==> src/rtl/dds_wave_gen.sv <==
// Direct digital synthesis waveform generator: phase accumulator with a signed
// phase offset, followed by a two-stage pipeline that shapes the phase into a
// sine (quarter-wave table), triangle, square or sawtooth sample.
`timescale 1ns/1ps

module dds_wave_gen #(
  parameter int unsigned OUT_W   = 8,   // output sample width
  parameter int unsigned ACC_W   = 16,  // phase accumulator width
  parameter int unsigned LUT_AW  = 5,   // quarter-wave table address width
  parameter int unsigned PHASE_W = 9    // signed phase-offset width
) (
  input  logic                      clock,
  input  logic                      reset_n,
  input  logic                      enable,
  input  logic                      sync,
  input  logic [ACC_W-1:0]          freq_word,
  input  logic signed [PHASE_W-1:0] phase_offset,
  input  logic [1:0]                mode,
  output logic [OUT_W-1:0]          wave_out,
  output logic                      out_valid,
  output logic                      cycle_start
);

  // Legal parameter space: ACC_W >= LUT_AW+2, ACC_W >= OUT_W+1, ACC_W >= PHASE_W.
  localparam int unsigned OFF_SH = ACC_W - PHASE_W;
  localparam logic [OUT_W-1:0] MID = OUT_W'(1) << (OUT_W - 1);

  typedef enum logic [1:0] {
    MODE_SINE   = 2'b00,
    MODE_TRI    = 2'b01,
    MODE_SQUARE = 2'b10,
    MODE_SAW    = 2'b11
  } mode_e;

  // Quarter-wave sine table: round(127 * sin(pi*k/64)), k = 0..31.
  // Values correspond to OUT_W = 8, LUT_AW = 5.
  localparam logic [7:0] SINE_Q [0:31] = '{
    8'd0,   8'd6,   8'd12,  8'd19,  8'd25,  8'd31,  8'd37,  8'd43,
    8'd49,  8'd54,  8'd60,  8'd65,  8'd71,  8'd76,  8'd81,  8'd85,
    8'd90,  8'd94,  8'd98,  8'd102, 8'd106, 8'd109, 8'd112, 8'd115,
    8'd117, 8'd120, 8'd122, 8'd123, 8'd125, 8'd126, 8'd126, 8'd127
  };

  logic [ACC_W-1:0] acc;
  logic             start_pend;
  logic [ACC_W:0]   acc_sum;
  logic [ACC_W-1:0] off_ext;
  logic [ACC_W-1:0] phase;
  logic             issue;

  logic [ACC_W-1:0] s1_phase;
  mode_e            s1_mode;
  logic             s1_valid;
  logic             s1_start;

  logic [1:0]        quad;
  logic [LUT_AW-1:0] idx;
  logic [LUT_AW-1:0] lut_idx;
  logic [OUT_W-1:0]  lut_val;
  logic [OUT_W:0]    tri_t;
  logic [OUT_W-1:0]  wave_c;
  logic              phase_unused;

  // The carry bit of the accumulator update marks a period wrap.
  assign acc_sum = {1'b0, acc} + {1'b0, freq_word};
  // Sign-extend the offset and align it with the accumulator MSBs.
  assign off_ext = ACC_W'(phase_offset) << OFF_SH;
  assign phase   = acc + off_ext;
  assign issue   = enable & ~sync;

  // Phase accumulator and pending period-start flag; sync wins over enable.
  always_ff @(posedge clock or negedge reset_n) begin
    if (!reset_n) begin
      acc        <= '0;
      start_pend <= 1'b1;
    end else if (sync) begin
      acc        <= '0;
      start_pend <= 1'b1;
    end else if (enable) begin
      acc        <= acc_sum[ACC_W-1:0];
      start_pend <= acc_sum[ACC_W];
    end
  end

  // Stage 1: capture effective phase, mode and start flag of the issued sample.
  always_ff @(posedge clock or negedge reset_n) begin
    if (!reset_n) begin
      s1_phase <= '0;
      s1_mode  <= MODE_SINE;
      s1_valid <= 1'b0;
      s1_start <= 1'b0;
    end else begin
      s1_valid <= issue;
      if (issue) begin
        s1_phase <= phase;
        s1_mode  <= mode_e'(mode);
        s1_start <= start_pend;
      end
    end
  end

  // Waveform shaping from the stage-1 phase.
  always_comb begin
    quad    = s1_phase[ACC_W-1 -: 2];
    idx     = s1_phase[ACC_W-3 -: LUT_AW];
    lut_idx = quad[0] ? ~idx : idx;
    lut_val = OUT_W'(SINE_Q[lut_idx]);
    tri_t   = s1_phase[ACC_W-1 -: OUT_W+1];
    wave_c  = MID;
    case (s1_mode)
      MODE_SINE:   wave_c = quad[1] ? (MID - lut_val) : (MID + lut_val);
      MODE_TRI:    wave_c = tri_t[OUT_W] ? ~tri_t[OUT_W-1:0] : tri_t[OUT_W-1:0];
      MODE_SQUARE: wave_c = s1_phase[ACC_W-1] ? '0 : '1;
      MODE_SAW:    wave_c = s1_phase[ACC_W-1 -: OUT_W];
      default:     wave_c = MID;
    endcase
  end

  // Low phase bits only matter for finer tables; keep them visibly consumed.
  assign phase_unused = ^s1_phase;

  // Stage 2: registered outputs; wave_out holds while no sample is in flight.
  always_ff @(posedge clock or negedge reset_n) begin
    if (!reset_n) begin
      wave_out    <= MID;
      out_valid   <= 1'b0;
      cycle_start <= 1'b0;
    end else begin
      out_valid   <= s1_valid;
      cycle_start <= s1_valid & s1_start;
      if (s1_valid) begin
        wave_out <= wave_c;
      end
    end
  end

endmodule

==> config.mk <==
export PLATFORM = sky130hd
export DESIGN_NAME = dds_wave_gen
export DESIGN_NICKNAME = d
export VERILOG_FILES = /design/src/rtl/dds_wave_gen.sv
export SDC_FILE = /design/constraint.sdc
export NUM_CORES = 1
export LEC_CHECK = 0
export ABC_AREA = 1
export BUFFER_PORTS_ARGS = -buffer_cell sky130_fd_sc_hd__buf_4
export CORE_UTILIZATION = 50
export DETAILED_ROUTE_END_ITERATION = 10
export PLACE_DENSITY = 0.78
export SYNTH_ARGS = -nofsm -noshare
export SYNTH_HDL_FRONTEND = slang
export SYNTH_SLANG_ARGS = --single-unit
==> constraint.sdc <==
create_clock -name clock -period 3.1 [get_ports clock]
set_clock_uncertainty 0.15 [all_clocks]
set_input_delay 0.155 -clock clock [delete_from_list [all_inputs] [get_ports clock]]
set_output_delay 0.155 -clock clock [all_outputs]
set_load 0.005 [all_outputs]
==> results of run 1 <==
-- flip-flops by register name, indices dropped and copies added, names as in the netlist --
name and cells:
wave_out 8, out_valid 1, start_pend 1, s1_valid 1, s1_mode 2, s1_start 1, cycle_start 1, s1_phase 9
acc 16
-- cell usage in the layout (no fill, tap or decap), drive strengths merged, types with 27 or more instances in the layout --
cell type  count
inv           60
ha            27
a21oi         30
dfrtp         38
buf           42
o21ai         46
nand3         38
nor2          40
nand2        169
-- routing by layer --
layer  GRT usage  part of all wire
met5           0                 0
met4     0.07704             0.021
met3     0.04425             0.038
met2      0.4656              0.52
met1      0.2834              0.42
-- kinds of logic after synthesis --
kind of cell / Yosys count / synth area share
and+or+nand+nor: 252 / 0.3172
AOI/OAI and AO/OA: 99 / 0.1690
buffers and inverters: 72 / 0.08832
DFF: 40 / 0.2927
adders and majority gates: 29 / 0.1102
xor gates and xnor gates: 8 / 0.02263
-- worst register-to-register path: cells and delay by family, from the launching register on --
family                     cells  cell delay (ns)
DFF                            1             0.52
AOI/OAI and AO/OA              2             0.33
xor gates and xnor gates       1             0.58
adders and majority gates      1             0.21
and+or+nand+nor                7             0.59
buffers and inverters          1             0.21
-- final timing paths --
| kind | start | cells after the start | slack [ns] | endpoint |
|---|---|---|---|---|
| worst max-delay path | s1_phase[14] | 12 | 0.43 | wave_out[6] |
| worst min-delay path | freq_word[0] | 3 | 0.05 | acc[0] |
| worst max register to register | s1_phase[14] | 12 | 0.43 | wave_out[6] |
| worst min register to register | s1_start | 2 | 0.33 | cycle_start |
| max in group asynchronous | reset_n | 2 | 2.18 | start_pend |
| min in group asynchronous | reset_n | 2 | 0.24 | wave_out[2] |
-- power breakdown --
group          switching (mW)  internal (mW)
Sequential              0.114          0.626
Clock                   0.201          0.239
Combinational           0.824          0.507
-- synthesized netlist by cell type (all sizes together), types with 2 or more instances --
| cell | instances |
|---|---|
| nand2 | 169 |
| inv | 60 |
| o21ai | 46 |
| nor2 | 40 |
| dfrtp | 38 |
| nand3 | 38 |
| a21oi | 30 |
| ha | 27 |
| clkbuf | 8 |
| xor2 | 5 |
| buf | 4 |
| a31oi | 3 |
| o211ai | 3 |
| o22ai | 3 |
| xnor2 | 3 |
| a32o | 2 |
| dfstp | 2 |
| fa | 2 |
| nor3 | 2 |
| o21bai | 2 |
| o31ai | 2 |
-- metrics by stage --
step | utilization | cells
global placement | 0.5797 | 607
global route | 0.6045 | 620
finish | 0.6045 | 620
floorplan | - | 500
CTS | 0.6045 | 620
detailed placement | 0.5797 | 607
-- final cells by class --
class                           instances  area share
Timing Repair Buffer                   47     0.09305
Tap cell                               77     0.02454
Inverter                               60     0.05800
Sequential cell                        40      0.2556
Clock inverter                          3     0.01083
Multi-Input combinational cell        388      0.5405
Clock buffer                            5     0.01753
==> summary by stage, run 1 <==
Status
The run finished, with violations left. The final reports fail on DRC.

STA
The tightest hold path in the finished design has a slack of 0.05001 ns. The count of final max-slew check failures was 0. The final hold violation count is 0. The final-layout setup total negative slack is 0 ns. The worst pin sits at a relative slew slack of 0.5810. For the pin with the worst max-slew slack, the measured transition is between 0.6 and 0.7 ns.

The clock period could shrink to roughly 2.7 ns. Setup repair after global routing left no endpoint under its margin. The maximum clock rate is 0.3749 GHz. The share of the cycle needed by the critical path after routing is 0.8604. Setup violations remaining at the end of the flow were counted as 0. The setup slack of the critical path after layout is 0.4327 ns.

Final layout
From synthesis to final layout, the design area changed by 14.53%. The fraction of layout cells with a size suffix above 1 is 0.1492. In the final layout, flip-flops and latches occupy 1003 um^2. The number of filler cells placed in the layout is 615. The design area is approximately 4000 um^2. The net count reported at finish is about 600. The number of antenna diodes in the final layout is 0. Summing all multi-input logic gate instances after layout gives 2122 um^2.

Global routing
The total global-route track usage is 0.2476. The number of global-route vias before repair is approximately 3.3k. The final global-route overflow total is 0. The number of antenna violations at the first check in global routing is 0.

Entering global routing, the biggest net connects 41 pins. The first global-routing pass estimated 14310 um of wire.

Synthesis
The distinct cell type count of the synthesized netlist is 44. After synthesis, the cell types taking the most area are sky130_fd_sc_hd__dfrtp_1 28%, sky130_fd_sc_hd__nand2_1 16%, sky130_fd_sc_hd__ha_1 9.9%. Summed over all instances, the cell type with the most area after synthesis is sky130_fd_sc_hd__dfrtp_1.

The register bit total from synthesis is 40. After synthesis the cells add up to 3428 um^2. After synthesis, the share of flip-flops with an asynchronous set or reset is 1.000. Synthesis produced 500 cells.

The commonest register cell after synthesis is sky130_fd_sc_hd__dfrtp_1. The fraction of synthesized cell area taken by the top area cell type is 0.2774. Counting every net in the synthesized netlist gives between 500 and 600. Yosys mapped a number of flops with a built-in enable equal to 0. The post-synthesis area per instance is 6.857 um^2. The post-synthesis sequential area ratio is 0.2927. For this run, the number of Yosys warnings is 0.

Power and ir drop
The analysis attributes to cell leakage a power of 2.118 nW. The largest vdd supply drop is 0.2731 mV. The overall power is 2.510 mW. Power spread over the standard cell area amounts to 639.2 nW/um^2.

Detailed routing
For this run, design rule violations remaining after detail routing come to 2. The initial DRC count is 132. The count of antenna-violating nets left after detailed routing is 0. The detailed router placed about 3.4k vias in this run. The routed wirelength normalized by instance count is about 14 um. The pre-antenna-repair detailed-routing pass consisted of 9 iterations.

The total wirelength of the detailed-routed design is between 8000 and 9000 um. Using the TritonRoute via totals, the vias-per-cell ratio works out to 5.526.

Setup path
The maximum net fanout on the critical path is 13. The cell family contributing the most delay on the critical path is simple AND/OR/NAND/NOR gates. The dominant cell type by count on the critical path is sky130_fd_sc_hd__nand2_1. The largest single stage delay on the critical path is 0.58 ns.

The count of buffering cells on the critical path with inverters included is 1. Traced cell by cell, the critical path runs through xnor2_2, inv_1, nand2_1, nor2_1, a21oi_2, ha_1, nand3_1, nand2_2, nand2_1, nand2_1, nand3_1, a21oi_2. The slowest stage cell on the critical path is sky130_fd_sc_hd__xnor2_2. The required time at the worst-slack endpoint is 3.18 ns. The arrival time reported for the critical path endpoint is around 2.8 ns. The worst setup path is launched from a flip-flop. The class of the most critical setup path is flip-flop to flip-flop. The type of element capturing the critical path is a flip-flop.

Placement
The worst-case setup slack after placement is around 0.48 ns. The HPWL after detailed placement is about 6300 um. The routability congestion estimate from global placement is 0.8915.

The number of I/O port buffers is 40. The placed instances occupy a cell area of approximately 3800 um^2.

Worst hold path
The type of the most critical hold path is input pin to flip-flop.

Floorplan
The width of the chip is 84.81 um. The core box area is 6495 um^2. The die is ~85 um tall. In this run the count of I/O pins placed on the die edge is 41.

The initialized floorplan defines 29 standard-cell rows. The die covers 7192 um^2. The starting density of the core is 0.5278.

Clock network
The hold-fix buffer count after cts is 5. The H-tree level count is 2. Once the clock tree was built, the resizer swapped 0 gates to a different size. The CTS sink count is 40. Post-CTS timing repair inserted 0 buffers for setup. The cell chosen for the clock root is sky130_fd_sc_hd__clkbuf_8. The clock reaches the later pin of the worst-skew pair after about 0.30 ns. TritonCTS built the clock tree. The clock-pin slew on the worst setup and hold paths is 0.09 ns.

The clock tree buffer depth is 2. The number of buffers created by CTS is 5.

Flow run
The count of maximum capacitance violations is 0.
No activity file was read; power rests on OpenSTA's default activity.
==> run 2, diff against run 1 <==
--- a/config.mk
+++ b/config.mk
@@ -7,9 +7,9 @@
 export LEC_CHECK = 0
 export ABC_AREA = 1
 export BUFFER_PORTS_ARGS = -buffer_cell sky130_fd_sc_hd__buf_4
-export CORE_UTILIZATION = 50
+export CORE_UTILIZATION = 40
 export DETAILED_ROUTE_END_ITERATION = 10
-export PLACE_DENSITY = 0.78
+export PLACE_DENSITY = 0.66
 export SYNTH_ARGS = -nofsm -noshare
 export SYNTH_HDL_FRONTEND = slang
 export SYNTH_SLANG_ARGS = --single-unit
==> summary by stage, run 2 (synthesis results as in run 1) <==
Clock network
The insertion delay to the later sink of the worst-skew pair is 0.30 ns (about the same). The number of buffers inserted by post-CTS setup repair is 0 (unchanged). The cell chosen for the clock root is sky130_fd_sc_hd__clkbuf_8 (unchanged). The post-cts resize count is 0 (unchanged).

The H-tree level count is 2 (unchanged). The number of buffers created by CTS is 5 (unchanged). The clock tree buffer depth is 2 (unchanged). The clock-pin slew on the worst setup and hold paths came to 0.09 ns (about the same).

The CTS tree is done (unchanged). The CTS sink count is 40 (unchanged).

Worst hold path
The type of the most critical hold path is input pin to flip-flop (unchanged).

Setup path
The type of element capturing the critical path is a flip-flop (unchanged). The arrival time reported for the critical path endpoint is 2.75 ns (about the same). The class of the most critical setup path is flip-flop to flip-flop (unchanged). The required time at the worst-slack endpoint is 3.18 ns (about the same). The maximum net fanout on the critical path is 13 (unchanged). The startpoint class of the critical path is a flip-flop (unchanged).

Detailed routing
The final routed DRC violation total is 0 (was 2). The routed wirelength normalized by instance count came to 13.19 um (was 13.59 um). The initial DRC count is 112 (was 132). The ratio of routed vias to standard cells is 5.122 (was 5.526). The length of the first detailed-routing pass in iterations was 5 (was 9). The overall via count from detail_route is 3319 (was 3426).

The total wirelength of the detailed-routed design is 8548 um (was 8423 um). The count of antenna-violating nets left after detailed routing is 0 (unchanged).

Power and ir drop
The proportion of power drawn by the clock network came to 0.179 (was 0.175). The power per standard cell area is 634.0 nW/um^2 (was 639.2 nW/um^2). The part of the total power dissipated in sequential elements was 0.295 (about the same). The overall power is 2.512 mW (was 2.510 mW). The internal power was 1.370 mW (was 1.371 mW). The power share of the combinational group is 0.526 (was 0.530).

The net load switching power was 1.142 mW (was 1.139 mW). The largest vdd supply drop is 0.2172 mV (was 0.2731 mV). The standby leakage power came to 2.118 nW (unchanged). The switching share of total power is 0.4547 (was 0.4537).

Final layout
The net count reported at finish came to 602 (unchanged). The fraction of layout cells with a size suffix above 1 is 0.1492 (unchanged). The design area is 3961 um^2 (was 3926 um^2). The number of filler cells placed in the layout is 857 (was 615). The post-layout utilization of the core is 0.4797 (was 0.6045). The flip-flop count of the largest register after layout is 16 (unchanged). Commonest non-fill, non-tap cells in the layout: 150 x sky130_fd_sc_hd__nand2_1, 57 x sky130_fd_sc_hd__inv_1, 45 x sky130_fd_sc_hd__o21ai_0 (unchanged). The number of standard cells in the final layout excluding fillers is 648 (was 620). The area added between synthesis and finish is 15.55% (was 14.53%).

The register name with the most flops is acc (unchanged). The most common library cell in the layout ignoring fill and taps is sky130_fd_sc_hd__nand2_1 (unchanged). Leading registers by flop count: acc: 16 flops, s1_phase: 9 flops, wave_out: 8 flops (unchanged). The number of inserted diodes is 0 (unchanged).

Floorplan
The die outline area is 8945 um^2 (was 7192 um^2). The count of boundary I/O pins came to 41 (unchanged). The core box area is 8258 um^2 (was 6495 um^2). The starting density of the core is 0.4152 (was 0.5278). The number of rows in the core area was 33 (was 29). The width of the chip is 94.58 um (was 84.81 um). The vertical die dimension is 94.58 um (was 84.81 um).

STA
Unrepaired setup endpoints after global routing: false (unchanged). The maximum clock rate is 0.3749 GHz (about the same). The final hold violation count is 0 (unchanged). The slew at the pin closest to its max-slew limit is 0.6342 ns (was 0.6254 ns). The worst relative slew slack is 0.5751 (was 0.5810). The count of final max-slew check failures is 0 (unchanged). The worst hold slack after final layout is 0.03955 ns (was 0.05001 ns). The final-layout setup total negative slack was 0 ns (unchanged). The setup slack of the critical path after layout is 0.4329 ns (was 0.4327 ns).

The share of the cycle needed by the critical path after routing is 0.8603 (was 0.8604). The minimum clock period after layout came to 2.667 ns (about the same). The final count of negative-setup-slack endpoints is 0 (unchanged).

Global routing
The number of global-route vias before repair is 3181 (was 3301). The maximum number of pins on one net before global-route repair is 41 (unchanged). The global-route wire length before repair was 14500 um (was 14310 um).

The total global-route track usage is 0.2072 (was 0.2476). The final global-route overflow total was 0 (unchanged). The number of antenna violations at the first check in global routing is 0 (unchanged).

Placement
The placed wire-length estimate after detailed placement is 6420 um (was 6331 um). The cell total after placement is 635 (was 607). The number of I/O port buffers is 40 (unchanged). The routability congestion estimate from global placement is 0.8892 (was 0.8915).

The placed instance area is 3800 um^2 (was 3765 um^2). The worst-case setup slack after placement came to 0.4658 ns (was 0.4831 ns).

Status
Outcome: completed (was complete, but fails checks).

Flow run
The count of maximum capacitance violations is 0 (unchanged).
## run 2: worst max-delay path, cell delays in order (launching register included)
cell and delay (ns):
sky130_fd_sc_hd__dfrtp_1 0.53, sky130_fd_sc_hd__xnor2_2 0.59, sky130_fd_sc_hd__inv_1 0.23, sky130_fd_sc_hd__nand2_1 0.12
sky130_fd_sc_hd__nor2_1 0.07, sky130_fd_sc_hd__a21oi_2 0.19, sky130_fd_sc_hd__ha_1 0.20, sky130_fd_sc_hd__nand3_1 0.11
sky130_fd_sc_hd__nand2_2 0.09, sky130_fd_sc_hd__nand2_1 0.06, sky130_fd_sc_hd__nand2_1 0.05, sky130_fd_sc_hd__nand3_1 0.08
sky130_fd_sc_hd__a21oi_2 0.13
## run 2: what timing repair did
action / in CTS / in global routing
hold buffers: 5 / 0
endpoints found under the setup margin: 0 / 0
endpoints found under the hold margin: 41 / 0
## run 2: final timing paths
kind	start	endpoint	slack, ns	cells past startpoint
worst max-delay path	s1_phase[14]	wave_out[6]	0.43	12
max in group asynchronous	reset_n	start_pend	2.18	2
worst max register to register	s1_phase[14]	wave_out[6]	0.43	12
min in group asynchronous	reset_n	acc[0]	0.24	2
worst min register to register	s1_start	cycle_start	0.33	2
worst min-delay path	freq_word[0]	acc[0]	0.04	3
## run 2: metal layers
layer,GRT usage,vias up,routed length (um)
met1,0.2540,1527,3752
met4,0.04924,0,56
met2,0.3822,72,4434
met3,0.02657,6,306
met5,0,-,0
li1,-,1714,-
## run 2: layout make-up
cell class              count  area, um^2  share of cell area
repair buffers             47       365.4             0.09223
clock buffers               5       68.82             0.01737
multi-input cells         388        2122              0.5357
well taps                 105       131.4             0.03316
clock inverters             3       42.54             0.01074
flip-flops and latches     40        1003              0.2533
inverters                  60       227.7             0.05749
## run 2: power by group through the flow
stage          Clock (mW)  Sequential (mW)  Combinational (mW)
3_5_place_dp            0            0.751                1.31
3_3_place_gp            0            0.749                1.30
4_1_cts             0.466            0.742                1.32
5_1_grt             0.479            0.757                1.53
6_report            0.450            0.741                1.32
2_1_floorplan           0            0.702                1.05
==> run 3, diff against run 2 <==
--- a/config.mk
+++ b/config.mk
@@ -8,8 +8,9 @@
 export ABC_AREA = 1
 export BUFFER_PORTS_ARGS = -buffer_cell sky130_fd_sc_hd__buf_4
 export CORE_UTILIZATION = 40
+export CTS_CLUSTER_DIAMETER = 150
 export DETAILED_ROUTE_END_ITERATION = 10
-export PLACE_DENSITY = 0.66
+export PLACE_DENSITY = 0.69
 export SYNTH_ARGS = -nofsm -noshare
 export SYNTH_HDL_FRONTEND = slang
 export SYNTH_SLANG_ARGS = --single-unit
==> summary by stage, run 3 (synthesis results as in run 1) <==
Placement
The worst-case setup slack after placement is 0.4954 ns (was 0.4658 ns). The placed wire-length estimate after detailed placement came to 6241 um (was 6420 um). The routability congestion estimate from global placement was 0.9220 (was 0.8892).

The number of I/O port buffers is 40 (unchanged).

Floorplan
The core box area is 8258 um^2 (unchanged). The vertical die dimension is 94.58 um (unchanged). The count of boundary I/O pins is 41 (unchanged). The width of the chip is 94.58 um (unchanged).

The number of rows in the core area is 33 (unchanged). The die outline area is 8945 um^2 (unchanged). The starting density of the core came to 0.4152 (unchanged).

Clock network
The number of buffers created by CTS is 5 (unchanged). The insertion delay to the later sink of the worst-skew pair is 0.30 ns (about the same). The number of buffers inserted by post-CTS setup repair was 0 (unchanged). The clock tree buffer depth came to 2 (unchanged). The cell chosen for the clock root was sky130_fd_sc_hd__clkbuf_8 (unchanged).

The CTS tree is done (unchanged). The H-tree level count came to 2 (unchanged). The CTS sink count is 40 (unchanged).

The clock-pin slew on the worst setup and hold paths is 0.08 ns (was 0.09 ns).

Final layout
The fraction of layout cells with a size suffix above 1 is 0.1473 (was 0.1492). The number of inserted diodes is 0 (unchanged). Commonest non-fill, non-tap cells in the layout: 150 x sky130_fd_sc_hd__nand2_1, 57 x sky130_fd_sc_hd__inv_1, 45 x sky130_fd_sc_hd__o21ai_0 (unchanged). The register name with the most flops is acc (unchanged). The flip-flop count of the largest register after layout is 16 (unchanged). Leading registers by flop count: acc: 16 flops, s1_phase: 9 flops, wave_out: 8 flops (unchanged).

The net count reported at finish was 602 (unchanged). The most common library cell in the layout ignoring fill and taps is sky130_fd_sc_hd__nand2_1 (unchanged). The post-layout utilization of the core came to 0.4792 (was 0.4797). The area added between synthesis and finish is 15.44% (was 15.55%).

STA
The setup slack of the critical path after layout came to 0.4610 ns (was 0.4329 ns). The worst hold slack after final layout is 0.03643 ns (was 0.03955 ns). The final count of negative-setup-slack endpoints is 0 (unchanged). The final-layout setup total negative slack was 0 ns (unchanged). Unrepaired setup endpoints after global routing: false (unchanged). The slew at the pin closest to its max-slew limit came to 0.6464 ns (was 0.6342 ns). The worst relative slew slack is 0.5669 (was 0.5751).

The minimum clock period after layout came to 2.639 ns (was 2.667 ns). The share of the cycle needed by the critical path after routing is 0.8513 (was 0.8603). The count of final max-slew check failures is 0 (unchanged).

The maximum clock rate is 0.3789 GHz (was 0.3749 GHz). The final hold violation count was 0 (unchanged).

Setup path
The logic depth of the worst register-to-register path is 12 (unchanged). The arrival time reported for the critical path endpoint was 2.73 ns (was 2.75 ns). The startpoint class of the critical path is a flip-flop (unchanged).

Cell-by-cell trace of the critical path: xnor2_2, inv_1, nand2_1, nor2_1, a21oi_2, ha_1, nand3_1, nand2_2, nand2_1, nand2_1, nand3_1, a21oi_2 (unchanged). The highest cell delay on the worst timing path is 0.60 ns (was 0.59 ns). The maximum net fanout on the critical path was 13 (unchanged). The class of the most critical setup path is flip-flop to flip-flop (unchanged). The required time at the worst-slack endpoint was 3.19 ns (was 3.18 ns). The type of element capturing the critical path is a flip-flop (unchanged).

The dominant cell type by count on the critical path is sky130_fd_sc_hd__nand2_1 (unchanged). The slowest stage cell on the critical path is sky130_fd_sc_hd__xnor2_2 (unchanged).

Detailed routing
The overall via count from detail_route came to 3274 (was 3319). The count of antenna-violating nets left after detailed routing is 0 (unchanged). The routed wirelength normalized by instance count is 12.75 um (was 13.19 um). The length of the first detailed-routing pass in iterations is 4 (was 5). The total wirelength of the detailed-routed design is 8262 um (was 8548 um). The initial DRC count is 111 (was 112).

The ratio of routed vias to standard cells was 5.052 (was 5.122). The final routed DRC violation total was 0 (unchanged).

Global routing
The final global-route overflow total is 0 (unchanged). The number of antenna violations at the first check in global routing is 0 (unchanged). The total global-route track usage is 0.1969 (was 0.2072). The maximum number of pins on one net before global-route repair is 41 (unchanged).

The number of global-route vias before repair was 3034 (was 3181). The global-route wire length before repair was 13730 um (was 14500 um).

Power and ir drop
The net load switching power was 1.115 mW (was 1.142 mW). The proportion of power drawn by the clock network was 0.173 (was 0.179). The power share of the combinational group is 0.529 (was 0.526). The switching share of total power is 0.4486 (was 0.4547). The part of the total power dissipated in sequential elements is 0.298 (was 0.295). The largest vdd supply drop is 0.2737 mV (was 0.2172 mV).

The internal power came to 1.370 mW (about the same). The standby leakage power was 2.119 nW (was 2.118 nW). The power per standard cell area came to 628.0 nW/um^2 (was 634.0 nW/um^2).

Worst hold path
The type of the most critical hold path is input pin to flip-flop (unchanged). The cell count of the worst hold path is 3 (unchanged).

Flow run
The count of maximum capacitance violations is 0 (unchanged).

Status
Outcome: completed (unchanged).
==> run 3: changes by cell type in the layout (fill, tap and decap cells not counted) <==
cell and delta:
sky130_fd_sc_hd__clkbuf_1 +1, sky130_fd_sc_hd__clkinvlp_4 -1
==> run 3: metrics by stage <==
stage	instances	area, um^2	power, mW
5_1_grt	648	3958	2.713
3_3_place_gp	635	3800	2.034
6_report	648	3958	2.485
2_1_floorplan	500	3428	1.754
3_5_place_dp	635	3800	2.056
4_1_cts	648	3958	2.504
==> run 3: layout make-up <==
type                    instances  area (um^2)
inverters                      60        227.7
clock buffers                   6        72.57
multi-input cells             388         2122
repair buffers                 47        365.4
fillers                       824         4300
well taps                     105        131.4
clock inverters                 2        35.03
flip-flops and latches         40         1003
==> run 3: timing repair <==
action / 4_1_cts / 5_1_grt
endpoints found under the setup margin: 0 / 0
hold endpoints to repair: 41 / 0
gates resized for setup: 0 / 0
hold buffers: 5 / 0
==> run 3: path summary, 6_finish.rpt <==
kind                              start          end  slack (ns)
max                        s1_phase[14]  wave_out[6]        0.46
min                        freq_word[0]       acc[0]        0.04
max reg2reg                s1_phase[14]  wave_out[6]        0.46
min reg2reg                    s1_start  cycle_start        0.31
max in group asynchronous       reset_n   start_pend        2.19
min in group asynchronous       reset_n      acc[10]        0.23
==> run 3: power groups by stage <==
stage	Combinational [mW]	Clock, mW	Sequential, mW
final	1.31	0.431	0.741
after CTS	1.32	0.447	0.740
after global placement	1.29	0	0.745
after detailed placement	1.31	0	0.749
after global routing	1.49	0.462	0.757
after floorplan	1.05	0	0.702
==> run 3: worst max-delay path, delay by kind of cell (launching register included) <==
family	cells	cell delay [ns]
buffers and inverters	1	0.23
flip-flops	1	0.52
XOR/XNOR	1	0.60
AO/OA/AOI/OAI	2	0.31
adder cells (fa/ha/maj)	1	0.20
AND/OR/NAND/NOR	7	0.58
==> run 3: routing by layer <==
layer | track usage | share of wire
met5 | 0 | 0
met4 | 0.04924 | 0.012
met3 | 0.03623 | 0.031
met2 | 0.3539 | 0.50
met1 | 0.2414 | 0.46
